`src/rtl/pipe_skid_reg_if.sv`:
```
// Handshake bundle for pipe_skid_reg: upstream beat, downstream head, flush and status.
// The slave modport is the skid register's view; master is the surrounding pipeline's view.
interface pipe_skid_reg_if #(
   parameter int DATA_W = 16,
   parameter int CTRL_W = 8,
   parameter int CNT_W  = 8
);
   logic              in_valid;
   logic              in_ready;
   logic [DATA_W-1:0] in_data;
   logic [CTRL_W-1:0] in_ctrl;
   logic              out_valid;
   logic              out_ready;
   logic [DATA_W-1:0] out_data;
   logic [CTRL_W-1:0] out_ctrl;
   logic              flush;
   logic [1:0]        occupancy;
   logic [CNT_W-1:0]  drop_cnt;

   modport slave (
      input  in_valid, in_data, in_ctrl, out_ready, flush,
      output in_ready, out_valid, out_data, out_ctrl, occupancy, drop_cnt
   );

   modport master (
      output in_valid, in_data, in_ctrl, out_ready, flush,
      input  in_ready, out_valid, out_data, out_ctrl, occupancy, drop_cnt
   );
endinterface

```
`src/rtl/pipe_skid_reg.sv`:
```
// Two-entry skid pipeline register with registered in_ready, flush squash and a
// saturating count of beats discarded by flush.
module pipe_skid_reg #(
   parameter int DATA_W = 16,
   parameter int CTRL_W = 8,
   parameter int CNT_W  = 8
) (
   input logic           clk,
   input logic           rst,
   pipe_skid_reg_if.slave bus
);
   typedef enum logic [1:0] {
      S_EMPTY = 2'd0,
      S_ONE   = 2'd1,
      S_FULL  = 2'd2
   } state_e;

   localparam int SUM_W = CNT_W + 2;

   state_e            state_q, state_d;
   logic [DATA_W-1:0] main_data_q, main_data_d;
   logic [CTRL_W-1:0] main_ctrl_q, main_ctrl_d;
   logic [DATA_W-1:0] skid_data_q, skid_data_d;
   logic [CTRL_W-1:0] skid_ctrl_q, skid_ctrl_d;
   logic              in_ready_q, in_ready_d;
   logic [CNT_W-1:0]  drop_cnt_q, drop_cnt_d;

   logic              accept;
   logic              fire;
   logic              head_valid;
   logic [1:0]        occ;
   logic [1:0]        drop_inc;
   logic [SUM_W-1:0]  drop_sum;
   logic [CNT_W-1:0]  drop_sat;

   assign occ        = state_q;
   assign head_valid = (state_q != S_EMPTY);
   assign accept     = bus.in_valid & in_ready_q;
   assign fire       = head_valid & bus.out_ready;

   // A beat that fires on the flush edge was taken downstream, so it is not a drop.
   // In FULL accept is impossible, so the increment never exceeds 2.
   assign drop_inc = occ + {1'b0, accept} - {1'b0, fire};
   assign drop_sum = {2'b00, drop_cnt_q} + {{CNT_W{1'b0}}, drop_inc};
   assign drop_sat = (drop_sum > {2'b00, {CNT_W{1'b1}}}) ? {CNT_W{1'b1}}
                                                          : drop_sum[CNT_W-1:0];

   always_comb begin
      state_d     = state_q;
      main_data_d = main_data_q;
      main_ctrl_d = main_ctrl_q;
      skid_data_d = skid_data_q;
      skid_ctrl_d = skid_ctrl_q;
      drop_cnt_d  = drop_cnt_q;

      if (bus.flush) begin
         state_d    = S_EMPTY;
         drop_cnt_d = drop_sat;
      end else begin
         unique case (state_q)
            S_EMPTY: begin
               if (accept) begin
                  main_data_d = bus.in_data;
                  main_ctrl_d = bus.in_ctrl;
                  state_d     = S_ONE;
               end
            end
            S_ONE: begin
               if (accept && fire) begin
                  main_data_d = bus.in_data;
                  main_ctrl_d = bus.in_ctrl;
               end else if (accept) begin
                  skid_data_d = bus.in_data;
                  skid_ctrl_d = bus.in_ctrl;
                  state_d     = S_FULL;
               end else if (fire) begin
                  state_d = S_EMPTY;
               end
            end
            S_FULL: begin
               if (fire) begin
                  main_data_d = skid_data_q;
                  main_ctrl_d = skid_ctrl_q;
                  state_d     = S_ONE;
               end
            end
            default: state_d = S_EMPTY;
         endcase
      end

      // Ready is precomputed from the next state so out_ready never reaches in_ready.
      in_ready_d = (state_d != S_FULL);
   end

   always_ff @(posedge clk or posedge rst) begin
      if (rst) begin
         state_q     <= S_EMPTY;
         main_data_q <= '0;
         main_ctrl_q <= '0;
         skid_data_q <= '0;
         skid_ctrl_q <= '0;
         in_ready_q  <= 1'b0;
         drop_cnt_q  <= '0;
      end else begin
         state_q     <= state_d;
         main_data_q <= main_data_d;
         main_ctrl_q <= main_ctrl_d;
         skid_data_q <= skid_data_d;
         skid_ctrl_q <= skid_ctrl_d;
         in_ready_q  <= in_ready_d;
         drop_cnt_q  <= drop_cnt_d;
      end
   end

   assign bus.in_ready  = in_ready_q;
   assign bus.out_valid = head_valid;
   assign bus.out_data  = main_data_q;
   assign bus.out_ctrl  = head_valid ? main_ctrl_q : '0;
   assign bus.occupancy = occ;
   assign bus.drop_cnt  = drop_cnt_q;
endmodule

```
`src/flat_wrapper.sv`:
```
// flat-port wrapper written by rule: the top's interface ports become plain ports
module pipe_skid_reg_flat 
#(
   parameter int DATA_W = 16,
   parameter int CTRL_W = 8,
   parameter int CNT_W  = 8
)
  (clk, rst, bus_in_valid, bus_in_data, bus_in_ctrl, bus_out_ready, bus_flush, bus_in_ready, bus_out_valid, bus_out_data, bus_out_ctrl, bus_occupancy, bus_drop_cnt);
  pipe_skid_reg_if #(.DATA_W(DATA_W), .CTRL_W(CTRL_W), .CNT_W(CNT_W)) bus_i ();
  input logic clk;
  input logic rst;
  input wire logic [$bits(bus_i.in_valid)-1:0] bus_in_valid;
  input wire logic [$bits(bus_i.in_data)-1:0] bus_in_data;
  input wire logic [$bits(bus_i.in_ctrl)-1:0] bus_in_ctrl;
  input wire logic [$bits(bus_i.out_ready)-1:0] bus_out_ready;
  input wire logic [$bits(bus_i.flush)-1:0] bus_flush;
  output wire logic [$bits(bus_i.in_ready)-1:0] bus_in_ready;
  output wire logic [$bits(bus_i.out_valid)-1:0] bus_out_valid;
  output wire logic [$bits(bus_i.out_data)-1:0] bus_out_data;
  output wire logic [$bits(bus_i.out_ctrl)-1:0] bus_out_ctrl;
  output wire logic [$bits(bus_i.occupancy)-1:0] bus_occupancy;
  output wire logic [$bits(bus_i.drop_cnt)-1:0] bus_drop_cnt;
  assign bus_i.in_valid = bus_in_valid;
  assign bus_i.in_data = bus_in_data;
  assign bus_i.in_ctrl = bus_in_ctrl;
  assign bus_i.out_ready = bus_out_ready;
  assign bus_i.flush = bus_flush;
  assign bus_in_ready = bus_i.in_ready;
  assign bus_out_valid = bus_i.out_valid;
  assign bus_out_data = bus_i.out_data;
  assign bus_out_ctrl = bus_i.out_ctrl;
  assign bus_occupancy = bus_i.occupancy;
  assign bus_drop_cnt = bus_i.drop_cnt;
  pipe_skid_reg #(.DATA_W(DATA_W), .CTRL_W(CTRL_W), .CNT_W(CNT_W)) u_core (.clk(clk), .rst(rst), .bus(bus_i));
endmodule
```
`config.mk`:
```
export PLATFORM = sky130hd
export DESIGN_NAME = pipe_skid_reg_flat
export DESIGN_NICKNAME = d
export VERILOG_FILES = /design/src/rtl/pipe_skid_reg_if.sv /design/src/rtl/pipe_skid_reg.sv /design/src/flat_wrapper.sv
export SDC_FILE = /design/constraint.sdc
export NUM_CORES = 1
export LEC_CHECK = 0
export ABC_AREA = 0
export CORE_MARGIN = 2
export CORE_UTILIZATION = 51
export CTS_CLUSTER_DIAMETER = 200
export DETAILED_ROUTE_END_ITERATION = 10
export GPL_TIMING_DRIVEN = 0
export PLACE_DENSITY_LB_ADDON = 0.1
export SLEW_MARGIN = 20
export SYNTH_ARGS = -nofsm -noshare
export SYNTH_HDL_FRONTEND = slang
export SYNTH_SLANG_ARGS = --single-unit
```
`constraint.sdc`:
```
create_clock -name clk -period 2.97 [get_ports clk]
set_clock_uncertainty 0.1 [all_clocks]
set_input_delay 0.594 -clock clk [delete_from_list [all_inputs] [get_ports clk]]
set_output_delay 0.594 -clock clk [all_outputs]
set_load 0.01 [all_outputs]
```
## Word-level counts from Yosys, hierarchy flattened

Cells that the tools add are included.

- Register bits after elaboration: 59
- Input bits: 29
- Output and inout bits: 36
- Logic and storage cells: 44

- Add/subtract/negate cells: 3
- Order comparisons: 1
- Equal/unequal tests: 6
- Mux-type cells: 17
- Bitwise logic cells: 4
- Reductions and logical operators: 6

Operators with widths:

| cell | count |
|---|---|
| $mux 16 | 3 |
| $pmux 16 s3 | 1 |
| $mux 8 | 5 |
| $pmux 8 s3 | 1 |
| $mux 2 | 6 |
| $gt 10x8->1 const B | 1 |
| $add 8x2->9 | 1 |
| $ne 2x1->1 const B | 3 |
| $pmux 2 s3 | 1 |
| $reduce_and 5->1 | 1 |
| $reduce_and 4->1 | 1 |
| $reduce_bool 3->1 | 1 |
| $add 2x1->2 | 1 |
| $and 1x1->1 | 2 |
| $eq 2x1->1 const B | 1 |
| $eq 2x2->1 const B | 1 |
| $logic_not 2->1 | 1 |
| $ne 2x2->1 const B | 1 |
| $not 1->1 | 2 |
| $reduce_bool 2->1 | 1 |
| $sub 2x1->2 | 1 |
| $logic_and 1x1->1 | 1 |

## Logic depth before layout (Yosys ltp)

Gate-level depths: netlist of the first run.

- Word-level depth: 8
- Depth in mapped cells: 11

## Worst setup path before layout of the first run

No wires, ideal clock.

- Path kind: register -> register
- Start point: reg u_core.state_q[0] (netlist: u_core.bus.occupancy[0])
- End point: reg u_core.drop_cnt_q[4] (netlist: u_core.bus.drop_cnt[4])
- Library setup time: 0.088 ns
- Data arrival time: 2.649 ns
- Required time: 2.782 ns
- Setup slack: 0.133 ns
- Stages on the path, launching flop included: 12
- Buffers on the path: 0
- Clock period less this slack: 2.837 ns
- Path through: dfrtp_1 > nor2_1 > inv_1 > nand2_1 > ha_1 > ha_1 > ha_1 > inv_1 > fa_1 > nor2b_1 > a31oi_1 > a41oi_1

- Cells in the longest elaborated chain, start to end: 6

RTL lines:

| element | RTL line | text |
|---|---|---|
| start: declaration | pipe_skid_reg.sv:20 | `state_e state_q, state_d;` |
| start signal: assignment | pipe_skid_reg.sv:105 | `state_q <= state_d;` |
| $reduce_bool 2->1 * | pipe_skid_reg.sv:37 | `assign head_valid = (state_q != S_EMPTY);` |
| net bus_out_valid | flat_wrapper.sv:18 | `output wire logic [$bits(bus_i.out_valid)-1:0] bus_out_valid;` |
| $and 1x1->1 * | pipe_skid_reg.sv:39 | `assign fire = head_valid & bus.out_ready;` |
| $sub 2x1->2 * | pipe_skid_reg.sv:43 | `assign drop_inc = occ + {1'b0, accept} - {1'b0, fire};` |
| $add 8x2->9 * | pipe_skid_reg.sv:44 | `assign drop_sum = {2'b00, drop_cnt_q} + {{CNT_W{1'b0}}, drop_inc};` |
| $gt 10x8->1 | pipe_skid_reg.sv:45 | `assign drop_sat = (drop_sum > {2'b00, {CNT_W{1'b1}}}) ? {CNT_W{1'b1}}` |
| $mux 8 * | pipe_skid_reg.sv:45 |  |
| end signal: assignment | pipe_skid_reg.sv:111 | `drop_cnt_q <= drop_cnt_d;` |
| end: declaration | pipe_skid_reg.sv:26 | `logic [CNT_W-1:0] drop_cnt_q, drop_cnt_d;` |

Mark *: on every way through the listed nets, which the timed path passes. The rest lies on a longest branch.
A chain may end at the register's enable or synchronous reset.

## Worst setup path in the final report of the first run

- Start point: reg u_core.state_q[0] (netlist: u_core.bus.occupancy[0])
- End point: reg u_core.drop_cnt_q[4] (netlist: u_core.bus.drop_cnt[4])

- Cells in the longest elaborated chain, start to end: 6

RTL lines:

| element | RTL line |
|---|---|
| branches (longest 2 deep; another with $add 2x1->2) | n/a |
| $sub 2x1->2 * | pipe_skid_reg.sv:43 |
| $add 8x2->9 * | pipe_skid_reg.sv:44 |
| $gt 10x8->1 | pipe_skid_reg.sv:45 |
| $mux 8 * | pipe_skid_reg.sv:45 |

Mark *: on every way between the ends.

==> results of run 1 <==
==> layout by cell type (no fill, tap or decap), drive strengths merged, types with 2 or more instances in the layout <==
master and count:
a21oi 5, a31oi 4, a41oi 2, and3 2, buf 9, clkbuf 15, clkdlybuf4s50 62, dfrtp 59
ha 5, inv 9, mux2 73, nand2 6, nand2b 3, nand3 3, nor2 5, nor2b 12
o21a 2, o21ai 2
==> final timing paths <==
check                           cells past startpoint                     end
worst min register to register                      1   u_core.skid_ctrl_q[2]
worst min-delay path                                1   u_core.skid_ctrl_q[2]
min in group asynchronous                           2  u_core.bus.out_data[8]
worst max-delay path                               11  u_core.bus.drop_cnt[4]
worst max register to register                     11  u_core.bus.drop_cnt[4]
max in group asynchronous                           3   u_core.main_ctrl_q[2]
==> power by group through the flow <==
stage               logic [mW]  clock network, mW  registers, mW
global route             0.853              0.780           1.19
detailed placement       0.781                  0           1.17
global placement         0.755                  0           1.16
finish                   0.779              0.720           1.16
floorplan                0.414                  0           1.18
CTS                      0.785              0.739           1.16
==> cells by family (layout without fill, tap and decap cells) <==
logic type / count (synthesis) / after routing / share of synthesized area, %
adder cells (fa/ha/maj): 6 / 6 / 2.750
XOR/XNOR: 2 / 2 / 0.5834
AO/OA/AOI/OAI: 20 / 20 / 5.000
AND/OR/NAND/NOR: 38 / 38 / 7.542
multiplexers: 73 / 73 / 31.00
flip-flops: 59 / 59 / 49.17
buffers and inverters: 18 / 98 / 3.958
==> worst reg2reg max path: cells and delay by family (launching register included) <==
kind / cells / cell delay, ns
buf+inv: 2 / 0.13
flops: 1 / 0.54
fa+ha+maj: 4 / 1.13
compound gates: 2 / 0.28
simple gates: 3 / 0.35
==> area by class of cell <==
class	count	area, um2
clock buffers	13	158.9
inverters	9	36.28
multi-input cells	139	1421
repair buffers	65	660.6
flip-flops and latches	59	1476
fillers	424	1644
well taps	72	90.09
clock inverters	2	35.03
plain buffers	9	85.08
==> state kept, by name, summed over array words and instances, names as in the netlist <==
register,count
u_core.bus.drop_cnt,8
u_core.skid_data_q,16
u_core.skid_ctrl_q,8
u_core.bus.out_data,16
u_core.bus.occupancy,2
u_core.main_ctrl_q,8
u_core.bus.in_ready,1
==> routing by layer <==
layer | up-vias | track usage, % | wire (um)
li1 | 922 | - | -
met1 | 965 | 24.76 | 2563
met2 | 44 | 31.83 | 2809
met3 | 8 | 6.778 | 280
met4 | 0 | 4.068 | 44
met5 | - | 0 | 0
==> repair_timing <==
| item | 4_1_cts | 5_1_grt |
|---|---|---|
| hold buffers | 0 | 0 |
| gates resized for setup | 1 | 4 |
| endpoints found under the hold margin | 0 | 0 |
| setup endpoints to repair | 6 | 6 |
| pin swaps | 0 | 1 |
| setup buffers | 0 | 1 |
==> results.toml, run 1 <==
[setup_path]
cp.arrival_ns = 2.75
timing.rr.start = "u_core.bus.occupancy[0]"
cp_common_cell = "ha_1"
path_cells = "nor2_4 -> inv_1 -> nand2_1 -> ha_1 -> ha_1 -> ha_1 -> inv_1 -> fa_1 -> nand2b_1 -> a21oi_2 -> a41oi_1"
end_kind = "register"
crit_buf_inv = 2
slowest_delay_ns = 0.54
start_kind = "register"
path_class = "register to register"
crit_path_max_fanout = 10
worstPathRequired_ns = 3.07
critPathSlowestCell = "dfrtp_1"
critical_path.top_delay_family = "adder cells"
r2r_setup_slack_ns = 0.32
crit_path_start = "u_core.bus.occupancy[0]"

[grt]
grtUsageTotal_pct = 19.29
grt_max_degree = 34
globalRouteOverflowTotal = 0
grt_pass1_wl_mm = 9.425
grt_antenna_before_repair = 0
grt_pass1_vias = 1997

[power]
vdd_drop_max_mv = 0.3967
p_int_mw = 1.932
netSwitchingFraction_pct = 27.35
power_frac_clock_pct = 27.1
combinationalPowerShare_pct = 29.3
power_density_nw_per_um2 = 670.8
seqPwrFrac_pct = 43.6
power_switching_uw = 727.2
leakage_nw = 1.772
total_power_mw = 2.659

[yosys]
synth_area_um2 = 3003
synthTopCellsByArea = "dfrtp_1 (49%), mux2_2 (16%), mux2_4 (14%)"
netlist_top_cells_count = "dfrtp_1 (59), mux2_2 (44), mux2_4 (29), nor2b_1 (12), inv_1 (9)"
ys_ff_latch = 59
syn_nets = 251
async_reset_ff_share_pct = 100.0
yosys_warnings = 0
ys_seq_area_share_pct = 49.17
synth.most_common_cell = "dfrtp_1"
postSynthAreaPerCell_um2 = 13.90
ys_types = 36
netlist_instances = 216
synth_top_area_share_pct = 49.17
ys.flop_type = "dfrtp_1"
yosys.area.top_type = "dfrtp_1"
synth_edf_count = 0

[drt]
via_count = 1939
drc = 0
dr.pass1.iters = 4
avgViaCountPerCell = 5.269
drt-total-wl_mm = 5.697
ant_nets = 0
wl_per_cell_um = 15.48
drtIter0Drc = 39

[run_status]
status = "finished clean"

[sta]
finalMaxSlewViolations = 0
holdWs_ns = 0.4009
rsz0062_at_grt = "no"
slew_headroom_pct = 64.89
layout_min_cycle_time_ns = 2.652
period_share_pct = 89.29
finalSetupViolations = 0
hold_viol = 0
worst_slew_pin_slew_ns = 0.5267
tns_ns = 0
postLayoutSetupSlackWorst_ns = 0.3182
clock.fmax_mhz = 377.1

[place]
placed_cells = 352
portBuffers = 63
gp_congestion = 0.7814
place_area_um2 = 3746
place_hpwl_mm = 4.075
post-place-ws_ns = -0.2730

[clocking]
cts_made_buffers = 9
clock_path_buffers = 2
clk_pin_slew_ns = 0.07
cts-htree-levels = 3
cts_root_buffer = "clkbuf_8"
clkLatencyLatePin_ns = 0.33
tritoncts = "yes"
cts_sinks = 59

[layout]
drive_gt1_share_pct = 34.46
syn2layout_area_growth_pct = 32.00
num_antenna_cells = 0
final_cells = 368
fin_area_um2 = 3964
fin_nets = 327
finish.utilization_pct = 70.68

[floorplanning]
ioPinCount = 65
start_util_pct = 53.55
fp-row-count = 27
die_x_um = 80.74
core_um2 = 5608
dieArea_um2 = 6518
die_h_um = 80.74

[flow_run]
maxCapViolations = 0

[worst_hold_path]
hp-start = "u_core.skid_ctrl_q[2]"
hold_class = "register to register"
Power figures use the tool's default switching activity.
==> inputs of run 2 (changes only) <==
--- a/config.mk
+++ b/config.mk
@@ -12,6 +12,7 @@
 export DETAILED_ROUTE_END_ITERATION = 10
 export GPL_TIMING_DRIVEN = 0
 export PLACE_DENSITY_LB_ADDON = 0.1
+export SETUP_SLACK_MARGIN = 0.15
 export SLEW_MARGIN = 20
 export SYNTH_ARGS = -nofsm -noshare
 export SYNTH_HDL_FRONTEND = slang
==> results.toml, run 2 (synthesized netlist as in run 1, its figures left out) <==
[run_status]
status = "finished clean"

[clocking]
clkLatencyLatePin_ns = 0.33
tritoncts = "yes"
cts_made_buffers = 9
clk_pin_slew_ns = 0.07
cts-htree-levels = 3
clock_path_buffers = 2
cts_sinks = 59
postCtsHoldBufs = 0
cts_root_buffer = "clkbuf_8"

[power]
seqPwrFrac_pct = 44.3
vdd_drop_max_mv = 0.4030
power_switching_uw = 747.9
combinationalPowerShare_pct = 29.7
power_density_nw_per_um2 = 661.8
power_frac_clock_pct = 26.0
netSwitchingFraction_pct = 28.56
leakage_nw = 1.764
p_int_mw = 1.871

[sta]
holdWs_ns = 0.4030
hold_viol = 0
slew_headroom_pct = 66.01
finalMaxSlewViolations = 0
postLayoutSetupSlackWorst_ns = 0.3443
tns_ns = 0
layout_min_cycle_time_ns = 2.626
finalSetupViolations = 0
period_share_pct = 88.41
clock.fmax_mhz = 380.9
rsz0062_at_grt = "no"
worst_slew_pin_slew_ns = 0.5098

[grt]
grt_max_degree = 39
grtUsageTotal_pct = 18.53
grt_pass1_vias = 1944
grt_antenna_before_repair = 0
grt_pass1_wl_mm = 9.156
globalRouteOverflowTotal = 0

[place]
portBuffers = 63
gp_congestion = 0.7788
post-place-ws_ns = -0.2913
place_hpwl_mm = 3.955

[floorplanning]
dieArea_um2 = 6518
die_x_um = 80.74
ioPinCount = 65
fp-row-count = 27
die_h_um = 80.74
core_um2 = 5608
start_util_pct = 53.55

[layout]
num_antenna_cells = 0
final_common_cell = "clkdlybuf4s50_1"
fin_nets = 327
syn2layout_area_growth_pct = 31.79
drive_gt1_share_pct = 36.03
final_cell_mix = "clkdlybuf4s50_1 (62), dfrtp_1 (57), mux2_2 (44)"
finish.utilization_pct = 70.57
fill_cells = 424

[worst_hold_path]
hold_class = "register to register"

[setup_path]
worstPathRequired_ns = 3.06
critPathSlowestCell = "clkdlybuf4s50_1"
slowest_delay_ns = 0.50
cp.arrival_ns = 2.72
end_kind = "register"
path_class = "primary input to register"
crit_path_max_fanout = 4
path_cells = "clkdlybuf4s50_1 -> and2_1 -> ha_1 -> ha_1 -> inv_1 -> fa_1 -> nand2b_1 -> a21oi_2 -> a41oi_1"
cp_common_cell = "ha_1"
start_kind = "primary input"

[drt]
wl_per_cell_um = 15.11
via_count = 1937
drtIter0Drc = 80
dr.pass1.iters = 4
ant_nets = 0
avgViaCountPerCell = 5.249
drt-total-wl_mm = 5.574
drc = 0

[flow_run]
maxCapViolations = 0
-- run 2: changes by cell type in the layout (fill, tap and decap cells not counted), moves of 2 or more --
cell,delta
dfrtp_2,+2
dfrtp_1,-2
clkbuf_1,-2
clkinv_2,+2
-- run 2: stage by stage --
step	std cells	instance area, um2	power [mW]
2_1_floorplan	216	3005	1.598
4_1_cts	369	3955	2.648
6_report	369	3958	2.619
3_5_place_dp	352	3749	1.949
5_1_grt	369	3958	2.777
3_3_place_gp	351	3726	1.921
-- run 2: final cells by class --
| class | count | area, um2 | area share (%) |
|---|---|---|---|
| Clock buffer | 12 | 165.2 | 4.173 |
| Buffer | 9 | 85.08 | 2.150 |
| Tap cell | 72 | 90.09 | 2.276 |
| Clock inverter | 4 | 23.77 | 0.6007 |
| Multi-Input combinational cell | 139 | 1421 | 35.92 |
| Sequential cell | 59 | 1479 | 37.37 |
| Timing Repair Buffer | 65 | 656.9 | 16.60 |
| Inverter | 9 | 36.28 | 0.9169 |
-- run 2: worst max-delay path, delay by kind of cell --
kind / cells / cell delay [ns]
AO/OA/AOI/OAI: 2 / 0.29
adder cells (fa/ha/maj): 3 / 0.85
buffers and inverters: 2 / 0.55
AND/OR/NAND/NOR: 2 / 0.42
-- run 2: timing repair --
action | in CTS | in global routing
gates resized for setup | 4 | 2
pin swaps | 1 | 0
setup endpoints to repair | 6 | 2
buffers inserted | 1 | 0
-- run 2: path summary, 6_finish.rpt --
kind,from,endpoint,slack (ns),cells past startpoint
worst max register to register,u_core.bus.occupancy[0],u_core.bus.drop_cnt[4],0.35,11
max in group asynchronous,rst,u_core.bus.occupancy[0],1.79,3
worst max-delay path,bus_in_valid,u_core.bus.drop_cnt[4],0.34,9
worst min register to register,u_core.main_ctrl_q[3],u_core.main_ctrl_q[3],0.40,1
min in group asynchronous,rst,u_core.skid_data_q[6],0.47,2
worst min-delay path,u_core.main_ctrl_q[3],u_core.main_ctrl_q[3],0.40,1
-- run 2: per-layer routing --
layer | track usage, % | share of wire, % | up-vias
met1 | 24.96 | 46 | 953
met5 | 0 | 0 | -
li1 | - | - | 924
met4 | 6.102 | 1.3 | 0
met2 | 28.25 | 47 | 51
met3 | 6.444 | 5.8 | 9
-- run 2: power by group through the flow --
stage          registers, mW  logic, mW  clock network, mW
2_1_floorplan           1.18      0.414                  0
3_3_place_gp            1.16      0.760                  0
3_5_place_dp            1.17      0.779                  0
4_1_cts                 1.16      0.789              0.699
5_1_grt                 1.19      0.853              0.738
6_report                1.16      0.778              0.680
==> inputs of run 3 (changes only) <==
--- a/config.mk
+++ b/config.mk
@@ -8,8 +8,9 @@
 export ABC_AREA = 0
 export CORE_MARGIN = 2
 export CORE_UTILIZATION = 51
-export CTS_CLUSTER_DIAMETER = 200
+export CTS_CLUSTER_DIAMETER = 150
 export DETAILED_ROUTE_END_ITERATION = 10
+export GPL_ROUTABILITY_DRIVEN = 1
 export GPL_TIMING_DRIVEN = 0
 export PLACE_DENSITY_LB_ADDON = 0.1
 export SETUP_SLACK_MARGIN = 0.15
==> results of run 3 <==
The final DEF is identical to that of run 2; final timing and power are the same.
